--- src/rtl/collatz_engine.sv ---
// collatz_engine: iterates a seed through the Collatz map (n/2 or 3n+1)
// until it reaches 1, an overflow, or a programmable step limit. The engine
// reports the orbit length, the largest value reached and a termination code.
// An optional shortcut mode folds (3n+1)/2 into a single cycle.
module collatz_engine #(
  parameter int WIDTH     = 144,
  parameter int OLEN_BITS = 16
) (
  input  logic                 clk,
  input  logic                 reset,
  input  logic                 start,
  input  logic [WIDTH-1:0]     seed,
  input  logic                 shortcut,
  input  logic [OLEN_BITS-1:0] max_steps,
  output logic                 busy,
  output logic                 done,
  output logic [1:0]           status,
  output logic [OLEN_BITS-1:0] orbit_len,
  output logic [WIDTH-1:0]     path_record
);

  typedef enum logic {
    IDLE = 1'b0,
    RUN  = 1'b1
  } state_t;

  typedef enum logic [1:0] {
    ST_OK    = 2'd0,
    ST_OVF   = 2'd1,
    ST_LIMIT = 2'd2,
    ST_ZERO  = 2'd3
  } status_t;

  state_t                 state;
  logic [WIDTH-1:0]       iter;
  logic                   shortcut_q;
  logic [OLEN_BITS-1:0]   limit_q;

  // Datapath terms derived from the current iterate.
  logic [WIDTH+1:0]       triple;     // 3n+1, wide enough never to wrap
  logic                   is_odd;
  logic                   is_zero;
  logic                   is_one;
  logic                   overflow;
  logic [OLEN_BITS:0]     inc;
  logic [OLEN_BITS:0]     len_next;   // one extra bit so the limit compare cannot wrap
  logic                   limit_hit;
  logic [WIDTH-1:0]       iter_next;
  logic [WIDTH-1:0]       record_next;

  // Evaluate the next step and every termination condition for this cycle.
  always_comb begin
    triple      = ({2'b00, iter} << 1) + {2'b00, iter} + {{(WIDTH+1){1'b0}}, 1'b1};
    is_odd      = iter[0];
    is_zero     = (iter == '0);
    is_one      = (iter == {{(WIDTH-1){1'b0}}, 1'b1});
    overflow    = |triple[WIDTH+1:WIDTH];
    inc         = (is_odd && shortcut_q) ? (OLEN_BITS+1)'(2) : (OLEN_BITS+1)'(1);
    len_next    = {1'b0, orbit_len} + inc;
    limit_hit   = (len_next > {1'b0, limit_q});
    // Defaults describe the even step; odd steps override below.
    iter_next   = iter >> 1;
    record_next = path_record;
    if (is_odd) begin
      iter_next = shortcut_q ? triple[WIDTH:1] : triple[WIDTH-1:0];
      // The record tracks 3n+1 even when shortcut mode never stores it.
      if (triple[WIDTH-1:0] > path_record) begin
        record_next = triple[WIDTH-1:0];
      end
    end
  end

  // Control FSM and result registers; every output is a flop.
  always_ff @(posedge clk) begin
    if (reset) begin
      state       <= IDLE;
      busy        <= 1'b0;
      done        <= 1'b0;
      status      <= ST_OK;
      orbit_len   <= '0;
      path_record <= '0;
      iter        <= '0;
      shortcut_q  <= 1'b0;
      limit_q     <= '0;
    end else begin
      // NOTE: non-blocking assignments throughout, so every term above sees
      // this cycle's register values regardless of statement order.
      done <= 1'b0;
      case (state)
        IDLE: begin
          if (start) begin
            state       <= RUN;
            busy        <= 1'b1;
            status      <= ST_OK;
            iter        <= seed;
            orbit_len   <= '0;
            path_record <= seed;
            shortcut_q  <= shortcut;
            limit_q     <= (max_steps == '0) ? '1 : max_steps;
          end
        end
        RUN: begin
          if (is_zero || is_one || limit_hit || (is_odd && overflow)) begin
            // A failing iterate is never committed; the counters keep the
            // last valid values.
            state <= IDLE;
            busy  <= 1'b0;
            done  <= 1'b1;
            if (is_zero)        status <= ST_ZERO;
            else if (is_one)    status <= ST_OK;
            else if (limit_hit) status <= ST_LIMIT;
            else                status <= ST_OVF;
          end else begin
            iter        <= iter_next;
            orbit_len   <= len_next[OLEN_BITS-1:0];
            path_record <= record_next;
          end
        end
        default: state <= IDLE;
      endcase
    end
  end

endmodule

--- config.mk ---
export PLATFORM = sky130hd
export DESIGN_NAME = collatz_engine
export DESIGN_NICKNAME = d
export VERILOG_FILES = /design/src/rtl/collatz_engine.sv
export SDC_FILE = /design/constraint.sdc
export NUM_CORES = 2
export LEC_CHECK = 0
export BUFFER_PORTS_ARGS = -buffer_cell sky130_fd_sc_hd__clkbuf_2
export CELL_PAD_IN_SITES_DETAIL_PLACEMENT = 1
export CELL_PAD_IN_SITES_GLOBAL_PLACEMENT = 2
export CORE_MARGIN = 2
export CORE_UTILIZATION = 38
export CTS_CLUSTER_SIZE = 24
export DETAILED_ROUTE_END_ITERATION = 12
export PLACE_DENSITY = 0.95
export SLEW_MARGIN = 10
export SYNTH_ARGS = -nofsm -noshare
export SYNTH_HDL_FRONTEND = slang
export SYNTH_SLANG_ARGS = --single-unit
--- constraint.sdc ---
create_clock -name clk -period 11.15 [get_ports clk]
set_input_delay 2.23 -clock clk [delete_from_list [all_inputs] [get_ports clk]]
set_output_delay 2.23 -clock clk [all_outputs]
set_load 0.005 [all_outputs]
Yosys cells after proc, flatten, opt, wreduce, memory -nomap -nowiden
Cells that the tools add are included.
- word-level logic and storage cells: 61
- register bits: 326
- input port bits: 164
- reductions and logical operators: 13
- eq/ne operators: 6
- $lt $le $gt $ge: 2
- add/sub/neg operators: 3
- bitwise logic cells: 1
- mux-type cells: 27
- operators with widths (cell ; number):
    2-to-1 mux 144 bit ; 7
    case mux 144 bit (2 select lines) ; 2
    adder 145 x 144 -> 146 bit ; 1
    adder 146 x 1 -> 146 bit, second input constant ; 1
    equality test 144 x 1 -> 1 bit, second input constant ; 1
    > comparator 144 bit ; 1
    zero test 144 bit ; 1
    2-to-1 mux 16 bit ; 3
    case mux 16 bit (2 select lines) ; 1
    adder 16 x 2 -> 17 bit ; 1
    > comparator 17 x 16 -> 1 bit ; 1
    zero test 16 bit ; 1
    2-to-1 mux 2 bit ; 6
    != test 2 x 1 -> 1 bit, second input constant ; 3
    AND reduction 2 bit ; 3
    2-to-1 mux 1 bit ; 5
    != test 2 bit, second input constant ; 2
    case mux 1 bit (2 select lines) ; 2
    case mux 2 bit (2 select lines) ; 1
    AND reduction 4 bit ; 1
    OR reduction 2 bit ; 2
    logical OR 1 bit ; 3
    logical AND 1 bit ; 2
    NOT 1 bit ; 1

Longest topological paths before layout
- word-level depth: 9
- depth in mapped cells: 29
- depth with buffers taken out: 25

Worst setup path after synthesis
OpenSTA, ideal clock, no wires.
- path type: register -> register
- start: register iter[0]
- end: register path_record[26]
- cell stages (with the launch flop): 30
- slack: 5558 ps
- data required time: 11061 ps
- path buffers: 4
- data arrival time: 5503 ps
- cells stage by stage: dfxtp_1 inv_2 clkbuf_1 ha_1 a21oi_1 o221a_2 o221a_2 nor3_1 o31a_1 or2_1 buf_2 a21oi_1 o21ai_0 a21o_1 xor2_1 ha_1 nand4_1 nor4_1 nand2_1 nor3_1 nand2_1 nor3_1 nand3_1 o21a_1 a32o_1 nor2_8 buf_6 buf_4 nor2_1 a311oi_2
- cells in the longest elaborated chain, start to end: 8
- ends and longest elaborated chain (item ; line ; RTL):
    start: declaration ; 35 ; logic [WIDTH-1:0] iter;
    start signal: assignment ; 114 ; iter <= iter_next;
    parallel branches: the longest is 8 deep, another holds adder 145 x 144 -> 146 bit ; n/a ;
    end signal: assignment ; 116 ; path_record <= record_next;
    end: declaration ; 19 ; output logic [WIDTH-1:0] path_record
Parallel ways; which one is timed is not known. The select of a mux whose other input is x is not followed.
A chain may end at the register's enable or synchronous reset.

Worst setup path after layout
- start: register iter[0]
- end: register path_record[102]
The elaborated chain is that of the path after synthesis.

==> run_results.csv <==
group,metric,value,unit
synth,syn_area_per_cell,7.42,um^2
floorplan,initial_core_util,38.2,%
critical_path,worst-path-max-fanout,168,
timing,final_hold_viol_count,0,
pwr,power_density,316,nW/um^2
floorplan,fp.dieW,299,um
min_path,hold_class,"flip-flop to flip-flop",
timing,whs,0.481,ns
pwr,p_switching,6.32,mW
floorplan,die_h,299,um
timing,slew_headroom,28.5,%
pwr,switching_share,54.6,%
timing,tns,0,ns
global_route,grt_antenna_before_repair,7,
pwr,power_leakage,15.0,nW
synth,synth_seq_cells,326,
synth,netlist_area,33100,um^2
timing,setup_viol,0,
timing,finClkSkew,0.0232,ns
global_route,track_usage,31.7,%
drt,dr_total_vias,35800,
drt,ant_nets,0,
drt,avgViaCountPerCell,6.23,
synth,ys.flop_type,"dfxtp_1",
critical_path,cp.required,11.66,ns
floorplan,die_area,89600,um^2
layout,final_nets,5106,
timing,timing.fmax,102,MHz
min_path,hp-start,"status[1]$_SDFFE_PP0P_",
global_route,grt_max_degree,169,
critical_path,timing.rr.start,"iter[0]$_SDFFE_PP0P_",
synth,synth_edf_count,0,
drt,firstDrtPassIters,6,
layout,fin_area,36600,um^2
floorplan,placementRows,108,
timing,setup_ws,1.35,ns
pwr,p_clk_share,13.2,%
timing,post-route-period-util,87.9,%
drt,drc_errors,0,
timing,max_slew.worst_pin.slew,1.07,ns
pwr,ir_drop,271,uV
drt,wire_per_inst,25.7,um
timing,slew_viol_final,0,
drt,drtIter0Drc,2694,
synth,synth_top_cell_area_share,19.7,%
timing,min_period,9.80,ns
cts,clk_root_buffer_cell,"clkbuf_16",
status,status,"finished, final reports clean",
layout,area_growth_syn_to_layout,10.6,%
cts,clockBufferDepth,3,
cts,cts_buffers,44,
cts,cts.sinks,326,
floorplan,core_area,86600,um^2
cts,clk_pin_slew,0.07,ns
critical_path,worst-r2r-setup-slack,1.35,ns
synth,synth_async_sr_flop_share,0,%
synth,yosysUniqueCellTypes,94,
min_path,whs_path_depth,2,
synth,ys_seq_area_share,19.7,%
cts,cts_tree,"yes",
critical_path,cp_data_arrival_time,10.31,ns
job,max_cap_viol_count,0,
critical_path,cp-end-kind,"flip-flop",
synth,synth_top_area_cell,"dfxtp_1",
placed_design,io_buffer_count,327,
critical_path,worstReg2RegEnd,"path_record[102]$_SDFFE_PP0P_",
placed_design,place_area,35100,um^2
cts,cts_resized,0,
cts,clock_latency,0.61,ns
global_route,grt_pass1_wl,223000,um
min_path,min_to,"status[1]$_SDFFE_PP0P_",
cts,cts_setup_buffers,0,
critical_path,path_class,"flip-flop to flip-flop",
pwr,combPwrFrac,68.0,%
synth,synthCells,4467,
pwr,seqPwrFrac,18.8,%
pwr,internal_power,5.26,mW
placed_design,hpwl,115000,um
pwr,total_power,11.6,mW
floorplan,num_io_pins,328,
global_route,overflow,0,
synth,yosysWarningCount,0,
global_route,first_global_vias,35600,
layout,layout.cells.most_common_list,"a21oi_1, nor2_1, nand2_1, ha_1, inv_1",
cts,cts_hold_buf,0,
synth,ys_top_cells_by_area,"dfxtp_1, ha_1, a21oi_1, nor2_1, o21ai_0",
layout,final_common_cell,"a21oi_1",
placed_design,pre_cts_ws,1.78,ns
placed_design,place_congestion,1.01,
critical_path,reg2reg_depth,25,
cts,htree_levels,2,
layout,drive_gt1_share,13.3,%
timing,rsz0062_at_grt,"no",
synth,synth.net_count,5014,
drt,routed_wl,148000,um
critical_path,crit_path_start_kind,"flip-flop",
-- cells in the mapped netlist (23+ instances only) --
library cell and n:
o21a_1 40, o21ai_0 292, a21oi_1 469, nor2_1 418
xnor2_1 94, nand4_1 157, a211oi_2 82, nor2b_1 82
nand2_1 381, o211ai_1 46, a211oi_1 122, dfxtp_1 326
a31oi_1 60, o21bai_1 40, ha_1 381, a21o_1 95
nor4_1 23, a221oi_1 85, nand3_1 39, buf_2 55
clkbuf_1 210, a22oi_1 23, xor2_1 58, inv_1 353
nor3_1 66, mux2i_1 93
-- worst max-delay path, cell delays in order (launching register included) --
cell       delay (ns)
dfxtp_4          0.72
buf_4            0.67
fa_1             0.35
a21oi_1          0.09
o2bb2ai_1        0.27
o211ai_1         0.14
o21ai_1          0.23
o22ai_1          0.12
buf_4            0.22
nor3_1           0.49
o21ai_1          0.11
nand3_1          0.26
a21oi_1          0.13
xnor2_1          0.44
ha_1             0.26
nand4_1          0.14
nor4_1           0.82
nand2_1          0.33
nor3_1           0.67
nor4b_1          0.74
o311ai_0         0.53
a32o_1           0.45
nor2_8           0.13
buf_12           0.51
nor2_1           0.13
a311oi_2         0.28
-- cell families after synthesis --
family / Yosys count / share of synthesized area, %
muxes: 95 / 2.88
DFF: 326 / 19.7
AOI/OAI and AO/OA: 1572 / 32.6
buffers and inverters: 670 / 8.40
and+or+nand+nor: 1269 / 17.9
xor gates and xnor gates: 152 / 4.02
adders and majority gates: 383 / 14.5
-- metal layers --
| layer | GRT usage, % | wire [um] | vias up |
|---|---|---|---|
| met1 | 41.0 | 62900 | 17900 |
| met3 | 4.30 | 9630 | 274 |
| met2 | 53.8 | 69400 | 1247 |
| met5 | 0 | 23 | - |
| li1 | - | - | 16400 |
| met4 | 11.8 | 5930 | 4 |
-- per-stage QoR --
stage,std cells,utilization [%]
CTS,5747,42.3
detailed placement,5668,40.6
floorplan,4467,-
finish,5750,42.3
global placement,5668,40.6
global route,5748,42.3
-- flip-flops by register name (all words and copies together), names as in the netlist --
| register | cells |
|---|---|
| limit_q | 16 |
| orbit_len | 16 |
| busy | 1 |
| iter | 144 |
| status | 2 |
| path_record | 144 |
| state | 1 |
| shortcut_q | 1 |
| done | 1 |
-- power groups by stage --
stage                     registers [mW]  logic (mW)  clock network, mW
after floorplan                     1.98        5.37                  0
after global placement              2.18        7.51                  0
after detailed placement            2.19        7.70                  0
after CTS                           2.17        7.78               1.54
after global routing                2.24        8.59               1.59
final                               2.18        7.87               1.53
-- layout make-up --
type                       count  area (um^2)
clock buffer                  62         1240
antenna                        3         7.51
multi-input combinational   3471        23900
tap                         1155         1450
clock inverter                17          258
inverter                     355         1340
sequential                   326         6540
fill                       10800        50000
timing repair buffer         361         1940
-- how the worst max path moves through the flow --
| stage | startpoint | end | cells past startpoint |
|---|---|---|---|
| 6_report | iter[0]$_SDFFE_PP0P_ | path_record[102]$_SDFFE_PP0P_ | 25 |
| 5_1_grt | iter[0]$_SDFFE_PP0P_ | path_record[102]$_SDFFE_PP0P_ | 25 |
| 3_3_place_gp | iter[0]$_SDFFE_PP0P_ | path_record[95]$_SDFFE_PP0P_ | 23 |
| 4_1_cts | iter[0]$_SDFFE_PP0P_ | path_record[102]$_SDFFE_PP0P_ | 25 |
| 2_1_floorplan | iter[0]$_SDFFE_PP0P_ | path_record[26]$_SDFFE_PP0P_ | 29 |
| 3_5_place_dp | iter[0]$_SDFFE_PP0P_ | path_record[107]$_SDFFE_PP0P_ | 25 |
Power figures use the tool's default switching activity.
